--- config.mk ---
export PLATFORM = sky130hd
export DESIGN_NAME = leaderboard_ranked
export DESIGN_NICKNAME = d
export VERILOG_FILES = /design/src/rtl/leaderboard_ranked.sv
export SDC_FILE = /design/constraint.sdc
export NUM_CORES = 1
export LEC_CHECK = 0
export CAP_MARGIN = 10
export CORE_ASPECT_RATIO = 0.6
export CORE_MARGIN = 8
export CORE_UTILIZATION = 50
export CTS_CLUSTER_SIZE = 10
export DETAILED_ROUTE_END_ITERATION = 7
export PLACE_DENSITY = 0.71
export SYNTH_ARGS = -nofsm -noshare
export SYNTH_HDL_FRONTEND = slang
export SYNTH_SLANG_ARGS = --single-unit
--- constraint.sdc ---
create_clock -name clk -period 7.1 [get_ports clk]
set_input_delay 0.71 -clock clk [delete_from_list [all_inputs] [get_ports clk]]
set_output_delay 0.71 -clock clk [all_outputs]
set_load 0.1 [all_outputs]
--- src/rtl/leaderboard_ranked.sv ---
// rtl/leaderboard_ranked.sv - per-frame score snapshot, stable descending sort, BCD conversion and ranked leaderboard pixel addressing
module leaderboard_ranked #(
  parameter int N_HOUSES      = 4,
  parameter int SCORE_W       = 20,
  parameter int DIGITS        = 6,
  parameter int GLYPH         = 30,
  parameter int PITCH         = 100,
  parameter int TOP           = 40,
  parameter int CREST_COL     = 120,
  parameter int DIGIT_COL     = 280,
  parameter int DIGIT_ROW_OFF = 35
) (
  input  logic                         clk,
  input  logic                         resetn,
  input  logic                         leaderboard,
  input  logic                         logo,
  input  logic [8:0]                   row,
  input  logic [9:0]                   col,
  input  logic [N_HOUSES*SCORE_W-1:0]  scores_in,
  output logic [N_HOUSES-1:0]          house,
  output logic                         crest,
  output logic [18:0]                  crest_ADDR,
  output logic                         digit_en,
  output logic [3:0]                   digit_val,
  output logic [12:0]                  score_ADDR,
  output logic                         busy
);

  localparam int IW = (N_HOUSES > 1) ? $clog2(N_HOUSES) : 1;
  localparam int BW = $clog2(SCORE_W);
  localparam int DW = DIGITS * 4;

  function automatic logic [63:0] pow10(input int n);
    logic [63:0] p;
    p = 64'd1;
    for (int i = 0; i < n; i++) p = p * 64'd10;
    return p;
  endfunction

  localparam logic [63:0] MAX_VAL = pow10(DIGITS) - 64'd1;

  if (N_HOUSES < 2 || N_HOUSES > 8) begin : g_chk_houses
    $error("N_HOUSES must be in 2..8");
  end
  if (PITCH * PITCH > (1 << 19)) begin : g_chk_pitch
    $error("PITCH*PITCH exceeds crest_ADDR range");
  end
  if (GLYPH * GLYPH > (1 << 13)) begin : g_chk_glyph
    $error("GLYPH*GLYPH exceeds score_ADDR range");
  end

  typedef enum logic [2:0] {S_IDLE, S_SNAP, S_SORT, S_BCD, S_COMMIT} state_t;
  state_t state, state_n;

  logic [SCORE_W-1:0] snap        [N_HOUSES];
  logic               sat         [N_HOUSES];
  logic [IW-1:0]      work_rank   [N_HOUSES];
  logic [DW-1:0]      work_digits [N_HOUSES];
  logic [IW-1:0]      disp_rank   [N_HOUSES];
  logic [DW-1:0]      disp_digits [N_HOUSES];

  logic [IW-1:0]      sort_j, sort_j1, sort_pass, bcd_slot;
  logic [BW-1:0]      bit_cnt;
  logic [SCORE_W-1:0] bin_sr, cur_bin;
  logic [DW-1:0]      bcd_sr, cur_bcd, adj_bcd, nxt_bcd;
  logic               frame_start, sort_last, bcd_last;

  assign frame_start = leaderboard && (row == 9'd0) && (col == 10'd0);
  assign sort_j1     = sort_j + 1'b1;
  assign sort_last   = (sort_pass == IW'(N_HOUSES - 2)) && (sort_j == IW'(N_HOUSES - 2));
  assign bcd_last    = (bcd_slot == IW'(N_HOUSES - 1)) && (bit_cnt == BW'(SCORE_W - 1));

  always_ff @(posedge clk) begin
    if (!resetn) state <= S_IDLE;
    else         state <= state_n;
  end

  always_comb begin
    state_n = state;
    case (state)
      S_IDLE:   if (frame_start) state_n = S_SNAP;
      S_SNAP:   state_n = S_SORT;
      S_SORT:   if (sort_last) state_n = S_BCD;
      S_BCD:    if (bcd_last) state_n = S_COMMIT;
      S_COMMIT: state_n = S_IDLE;
      default:  state_n = S_IDLE;
    endcase
  end

  always_comb begin
    busy = (state != S_IDLE);
  end

  // One double-dabble step; bit 0 of each slot starts from the snapped score.
  always_comb begin
    cur_bin = (bit_cnt == '0) ? snap[work_rank[bcd_slot]] : bin_sr;
    cur_bcd = (bit_cnt == '0) ? '0 : bcd_sr;
    adj_bcd = cur_bcd;
    for (int i = 0; i < DIGITS; i++) begin
      if (adj_bcd[i*4 +: 4] >= 4'd5) adj_bcd[i*4 +: 4] = adj_bcd[i*4 +: 4] + 4'd3;
    end
    nxt_bcd = {adj_bcd[DW-2:0], cur_bin[SCORE_W-1]};
  end

  always_ff @(posedge clk) begin
    if (!resetn) begin
      sort_j    <= '0;
      sort_pass <= '0;
      bcd_slot  <= '0;
      bit_cnt   <= '0;
      bin_sr    <= '0;
      bcd_sr    <= '0;
      for (int k = 0; k < N_HOUSES; k++) begin
        disp_rank[k]   <= IW'(k);
        disp_digits[k] <= '0;
      end
    end else begin
      case (state)
        S_SNAP: begin
          for (int k = 0; k < N_HOUSES; k++) begin
            snap[k]      <= scores_in[k*SCORE_W +: SCORE_W];
            sat[k]       <= 64'(scores_in[k*SCORE_W +: SCORE_W]) > MAX_VAL;
            work_rank[k] <= IW'(k);
          end
          sort_j    <= '0;
          sort_pass <= '0;
          bcd_slot  <= '0;
          bit_cnt   <= '0;
        end
        S_SORT: begin
          // Strict compare keeps equal scores in house-index order.
          if (snap[work_rank[sort_j1]] > snap[work_rank[sort_j]]) begin
            work_rank[sort_j]  <= work_rank[sort_j1];
            work_rank[sort_j1] <= work_rank[sort_j];
          end
          if (sort_j == IW'(N_HOUSES - 2)) begin
            sort_j    <= '0;
            sort_pass <= sort_pass + 1'b1;
          end else begin
            sort_j <= sort_j1;
          end
        end
        S_BCD: begin
          bin_sr <= cur_bin << 1;
          bcd_sr <= nxt_bcd;
          if (bit_cnt == BW'(SCORE_W - 1)) begin
            work_digits[bcd_slot] <= sat[work_rank[bcd_slot]] ? {DIGITS{4'd9}} : nxt_bcd;
            bit_cnt  <= '0;
            bcd_slot <= bcd_slot + 1'b1;
          end else begin
            bit_cnt <= bit_cnt + 1'b1;
          end
        end
        S_COMMIT: begin
          for (int k = 0; k < N_HOUSES; k++) begin
            disp_rank[k]   <= work_rank[k];
            disp_digits[k] <= work_digits[k];
          end
        end
        default: ;
      endcase
    end
  end

  logic              in_slot, crest_hit, cell_en, nz_seen;
  logic [IW-1:0]     slot;
  int                slot_row, dig_row;
  logic [18:0]       crest_addr_n;
  logic [12:0]       cell_addr;
  logic [3:0]        cell_val, dv;
  logic [DW-1:0]     cur_digits;
  logic [N_HOUSES-1:0] house_n;

  always_comb begin
    in_slot  = 1'b0;
    slot     = '0;
    slot_row = 0;
    for (int k = 0; k < N_HOUSES; k++) begin
      if (int'(row) >= TOP + k*PITCH && int'(row) < TOP + (k+1)*PITCH) begin
        in_slot  = 1'b1;
        slot     = IW'(k);
        slot_row = int'(row) - (TOP + k*PITCH);
      end
    end
    house_n      = (leaderboard && in_slot) ? ({{(N_HOUSES-1){1'b0}}, 1'b1} << disp_rank[slot]) : '0;
    crest_hit    = leaderboard && in_slot && int'(col) >= CREST_COL && int'(col) < CREST_COL + PITCH;
    crest_addr_n = 19'(slot_row*PITCH + (int'(col) - CREST_COL));
    cur_digits   = disp_digits[slot];
    dig_row      = slot_row - DIGIT_ROW_OFF;
    cell_en      = 1'b0;
    cell_val     = '0;
    cell_addr    = '0;
    nz_seen      = 1'b0;
    dv           = '0;
    for (int d = 0; d < DIGITS; d++) begin
      dv      = cur_digits[(DIGITS-1-d)*4 +: 4];
      nz_seen = nz_seen | (dv != 4'd0);
      if (leaderboard && in_slot && dig_row >= 0 && dig_row < GLYPH &&
          int'(col) >= DIGIT_COL + d*GLYPH && int'(col) < DIGIT_COL + (d+1)*GLYPH) begin
        cell_val  = dv;
        cell_en   = nz_seen || (d == DIGITS - 1);
        cell_addr = 13'(dig_row*GLYPH + (int'(col) - DIGIT_COL - d*GLYPH));
      end
    end
  end

  always_ff @(posedge clk) begin
    if (!resetn) begin
      house      <= '0;
      crest      <= 1'b0;
      crest_ADDR <= '0;
      digit_en   <= 1'b0;
      digit_val  <= '0;
      score_ADDR <= '0;
    end else begin
      house      <= house_n;
      crest      <= crest_hit;
      digit_en   <= cell_en;
      digit_val  <= cell_val;
      score_ADDR <= cell_addr;
      if (!logo) crest_ADDR <= crest_hit ? crest_addr_n : '0;
    end
  end

endmodule
==> metrics.txt <==
# TYPE chip_impl_metric gauge
chip_impl_metric{name="first_global_vias",unit=""} 19600
chip_impl_metric{name="cts_max_level",unit=""} 2
chip_impl_info{name="highest_layer",value="met4"} 1
chip_impl_metric{name="finish.instance_area",unit="sq um"} 31700
chip_impl_metric{name="io_pins",unit=""} 146
chip_impl_metric{name="max_freq",unit="MHz"} 145
chip_impl_info{name="layout.cells.most_common_list",value="sky130_fd_sc_hd__edfxtp_1 (292), sky130_fd_sc_hd__buf_4 (282), sky130_fd_sc_hd__ha_1 (195)"} 1
chip_impl_metric{name="synth-warning-count",unit=""} 0
chip_impl_metric{name="floorplan.initialDensity",unit=""} 0.502
chip_impl_metric{name="dr_total_vias",unit=""} 19500
chip_impl_metric{name="final.setup.tns",unit="ps"} 0
chip_impl_metric{name="first_pass_iters",unit=""} 8
chip_impl_metric{name="ant_nets",unit=""} 0
chip_impl_metric{name="setup_viol",unit=""} 0
chip_impl_info{name="yosysTopAreaCell",value="sky130_fd_sc_hd__edfxtp_1"} 1
chip_impl_metric{name="gp_congestion",unit=""} 0.954
chip_impl_metric{name="synthesis.area",unit="sq um"} 25400
chip_impl_metric{name="nets",unit=""} 3098
chip_impl_metric{name="area_taken_by_multi_input_logic_gates",unit="sq um"} 14100
chip_impl_metric{name="seq_area_frac_synth",unit=""} 0.427
chip_impl_metric{name="drt_first_iter_violations",unit=""} 1778
chip_impl_metric{name="grt_start_max_net_pins",unit=""} 101
chip_impl_metric{name="worst_clock_skew",unit="ps"} 32.6
chip_impl_info{name="yosys_most_used_dff",value="sky130_fd_sc_hd__edfxtp_1"} 1
chip_impl_metric{name="clk_latency",unit="ps"} 590
chip_impl_metric{name="areaGrowthSynthToFinish",unit="%"} 24.9
chip_impl_metric{name="timing.final.crit_share",unit=""} 0.968
chip_impl_metric{name="synth_cells",unit=""} 2356
chip_impl_metric{name="critical_path.max_fanout",unit=""} 5
chip_impl_info{name="slowest_stage",value="sky130_fd_sc_hd__fa_1"} 1
chip_impl_info{name="critical_path.endpoint_type",value="flop"} 1
chip_impl_metric{name="dp.final_hpwl",unit="um"} 49300
chip_impl_metric{name="final-hold-violation-count",unit=""} 0
chip_impl_metric{name="drive_above_1_share",unit=""} 0.200
chip_impl_metric{name="grt_first_pass_wirelength",unit="um"} 107000
chip_impl_metric{name="dr_wl_met2",unit="um"} 30100
chip_impl_metric{name="routedWlPerCell",unit="um"} 19.5
chip_impl_metric{name="n_antenna_cell",unit=""} 0
chip_impl_metric{name="report.final.slew_viol_count",unit=""} 0
chip_impl_metric{name="m1WireLength",unit="um"} 31800
chip_impl_metric{name="period_needed",unit="ps"} 6880
chip_impl_metric{name="cts_buffers",unit=""} 46
chip_impl_metric{name="cts_sinks",unit=""} 395
chip_impl_metric{name="die_width",unit="um"} 307
chip_impl_metric{name="timing.max_cap.violations",unit=""} 0
chip_impl_metric{name="clock_path_buffers",unit=""} 3
chip_impl_info{name="run_status",value="finished clean"} 1
chip_impl_info{name="most_common_library_cell_in_the_layout_ignoring_fill_and_taps",value="sky130_fd_sc_hd__edfxtp_1"} 1
chip_impl_metric{name="core_area",unit="sq um"} 50500
chip_impl_metric{name="wirelength",unit="um"} 67900
chip_impl_metric{name="global_route.overflow_total",unit=""} 0
chip_impl_metric{name="fin_worst_hold_slack",unit="ps"} 463
chip_impl_metric{name="synth_cell_types",unit=""} 93
chip_impl_metric{name="antenna_found_initial",unit=""} 0
chip_impl_metric{name="clkSlewWorstSetupHoldPaths",unit="ps"} 70
chip_impl_metric{name="syn_avg_cell_area",unit="sq um"} 10.8
chip_impl_metric{name="die_h",unit="um"} 190
chip_impl_metric{name="cp.required",unit="ps"} 7520
chip_impl_metric{name="ff_latch_area",unit="sq um"} 10800
chip_impl_info{name="cts_tree",value="yes"} 1
chip_impl_metric{name="postSynthNetCount",unit=""} 2709
chip_impl_metric{name="met3WireLength",unit="um"} 4680
chip_impl_info{name="synth_top_cells_by_area",value="sky130_fd_sc_hd__edfxtp_1 (35%), sky130_fd_sc_hd__ha_1 (11%), sky130_fd_sc_hd__dfxtp_1 (8.1%)"} 1
chip_impl_metric{name="placementRows",unit=""} 64
chip_impl_metric{name="arrival",unit="ps"} 7300
chip_impl_metric{name="detailed_place.area",unit="sq um"} 29500
chip_impl_metric{name="routed_via_density",unit=""} 5.61
chip_impl_metric{name="grtUsageTotal",unit=""} 0.227
chip_impl_info{name="critPathKind",value="in2reg"} 1
chip_impl_info{name="hp-class",value="reg2reg"} 1
chip_impl_metric{name="ys_ff_latch",unit=""} 395
chip_impl_metric{name="worst-slew-pin-transition",unit="ps"} 1200
chip_impl_metric{name="area_enclosed_by_the_die_boundary",unit="sq um"} 58400
chip_impl_metric{name="fillers",unit=""} 3927
chip_impl_info{name="timing.critical_path.from_type",value="input port"} 1
chip_impl_metric{name="critical-path-max-stage-delay",unit="ps"} 510
chip_impl_metric{name="max-slew-margin-rel",unit=""} 0.202
chip_impl_metric{name="number_of_synthesized_flops_with_an_enable_pin",unit=""} 292
chip_impl_metric{name="synth_top_area_frac",unit=""} 0.346
chip_impl_metric{name="route.detailed.drc",unit=""} 0
chip_impl_metric{name="final_core_util",unit=""} 0.627
chip_impl_metric{name="port_buffers",unit=""} 145
chip_impl_metric{name="synth-async-reset-ratio",unit=""} 0
chip_impl_info{name="cts_root_buffer",value="sky130_fd_sc_hd__clkbuf_16"} 1
-- flip-flops by register name, summed over array words and instances, names as in the netlist, 3 cells and up, named ones only --
signal / count
disp_digits: 96
work_digits: 96
snap: 80
bcd_sr: 24
bin_sr: 19
crest_ADDR: 19
score_ADDR: 13
disp_rank: 8
work_rank: 8
bit_cnt: 5
digit_val: 4
house: 4
sat: 4
state: 3
-- final timing paths --
check | from | endpoint | slack [ps] | cells past startpoint
hold / removal | bin_sr[1] | bin_sr[1] | 460 | 2
setup reg to reg | sort_j[0] | work_rank[0][0] | 1350 | 17
hold reg to reg | bin_sr[1] | bin_sr[1] | 460 | 2
setup / recovery | row[4] | score_ADDR[12] | 220 | 37
-- kinds of logic after synthesis --
kind of cell	Yosys count	synth area share
mux	110	0.0762
compound gates	509	0.135
xor+xnor	158	0.0562
flops	395	0.427
simple gates	654	0.129
buf+inv	280	0.0449
fa+ha+maj	250	0.132
-- cell usage after synthesis (66+ instances only) --
cell type / number
sky130_fd_sc_hd__o21ai_0: 92
sky130_fd_sc_hd__edfxtp_1: 292
sky130_fd_sc_hd__a21oi_1: 162
sky130_fd_sc_hd__ha_1: 221
sky130_fd_sc_hd__xnor2_1: 111
sky130_fd_sc_hd__nor2_1: 163
sky130_fd_sc_hd__nand2_1: 160
sky130_fd_sc_hd__inv_1: 173
sky130_fd_sc_hd__clkbuf_1: 71
sky130_fd_sc_hd__mux4_2: 66
sky130_fd_sc_hd__dfxtp_1: 103
sky130_fd_sc_hd__and2_1: 108
-- stage by stage --
| stage | cells | setup WS [ps] |
|---|---|---|
| after floorplan | 2356 | -125 |
| after global placement | 3351 | -910 |
| after detailed placement | 3351 | -1030 |
| after CTS | 3449 | 1.97 |
| after global routing | 3475 | -35.6 |
| final | 3475 | 225 |
-- layer usage --
metal	global-route usage	up-vias
li1	-	9297
met5	0	-
met3	0.0318	116
met4	0.0486	0
met2	0.359	676
met1	0.331	9417
-- layout make-up --
cell class | instances | share of cell area
clock buffer | 79 | 0.0409
clock inverter | 6 | 0.00446
inverter | 177 | 0.0214
multi-input combinational | 1681 | 0.443
sequential | 395 | 0.342
tap | 693 | 0.0274
timing repair buffer | 444 | 0.121
-- critical path: cells and delay by family --
| family | cells | cell delay (ps) |
|---|---|---|
| AO/OA/AOI/OAI | 12 | 1950 |
| XOR/XNOR | 3 | 560 |
| adder cells (fa/ha/maj) | 6 | 1930 |
| buffers and inverters | 9 | 920 |
| AND/OR/NAND/NOR | 7 | 1200 |
-- timing repair --
action	in CTS	in global routing
resized for setup	44	59
setup endpoints to repair	4	4
pin swaps	37	61
cloned	0	1
buffers inserted	13	26
hold endpoints to repair	0	0
hold buffers	0	0
Power is left out: the tool's default activity adds up to more than one toggle a clock period on the data nets, which glitch-free logic cannot reach.
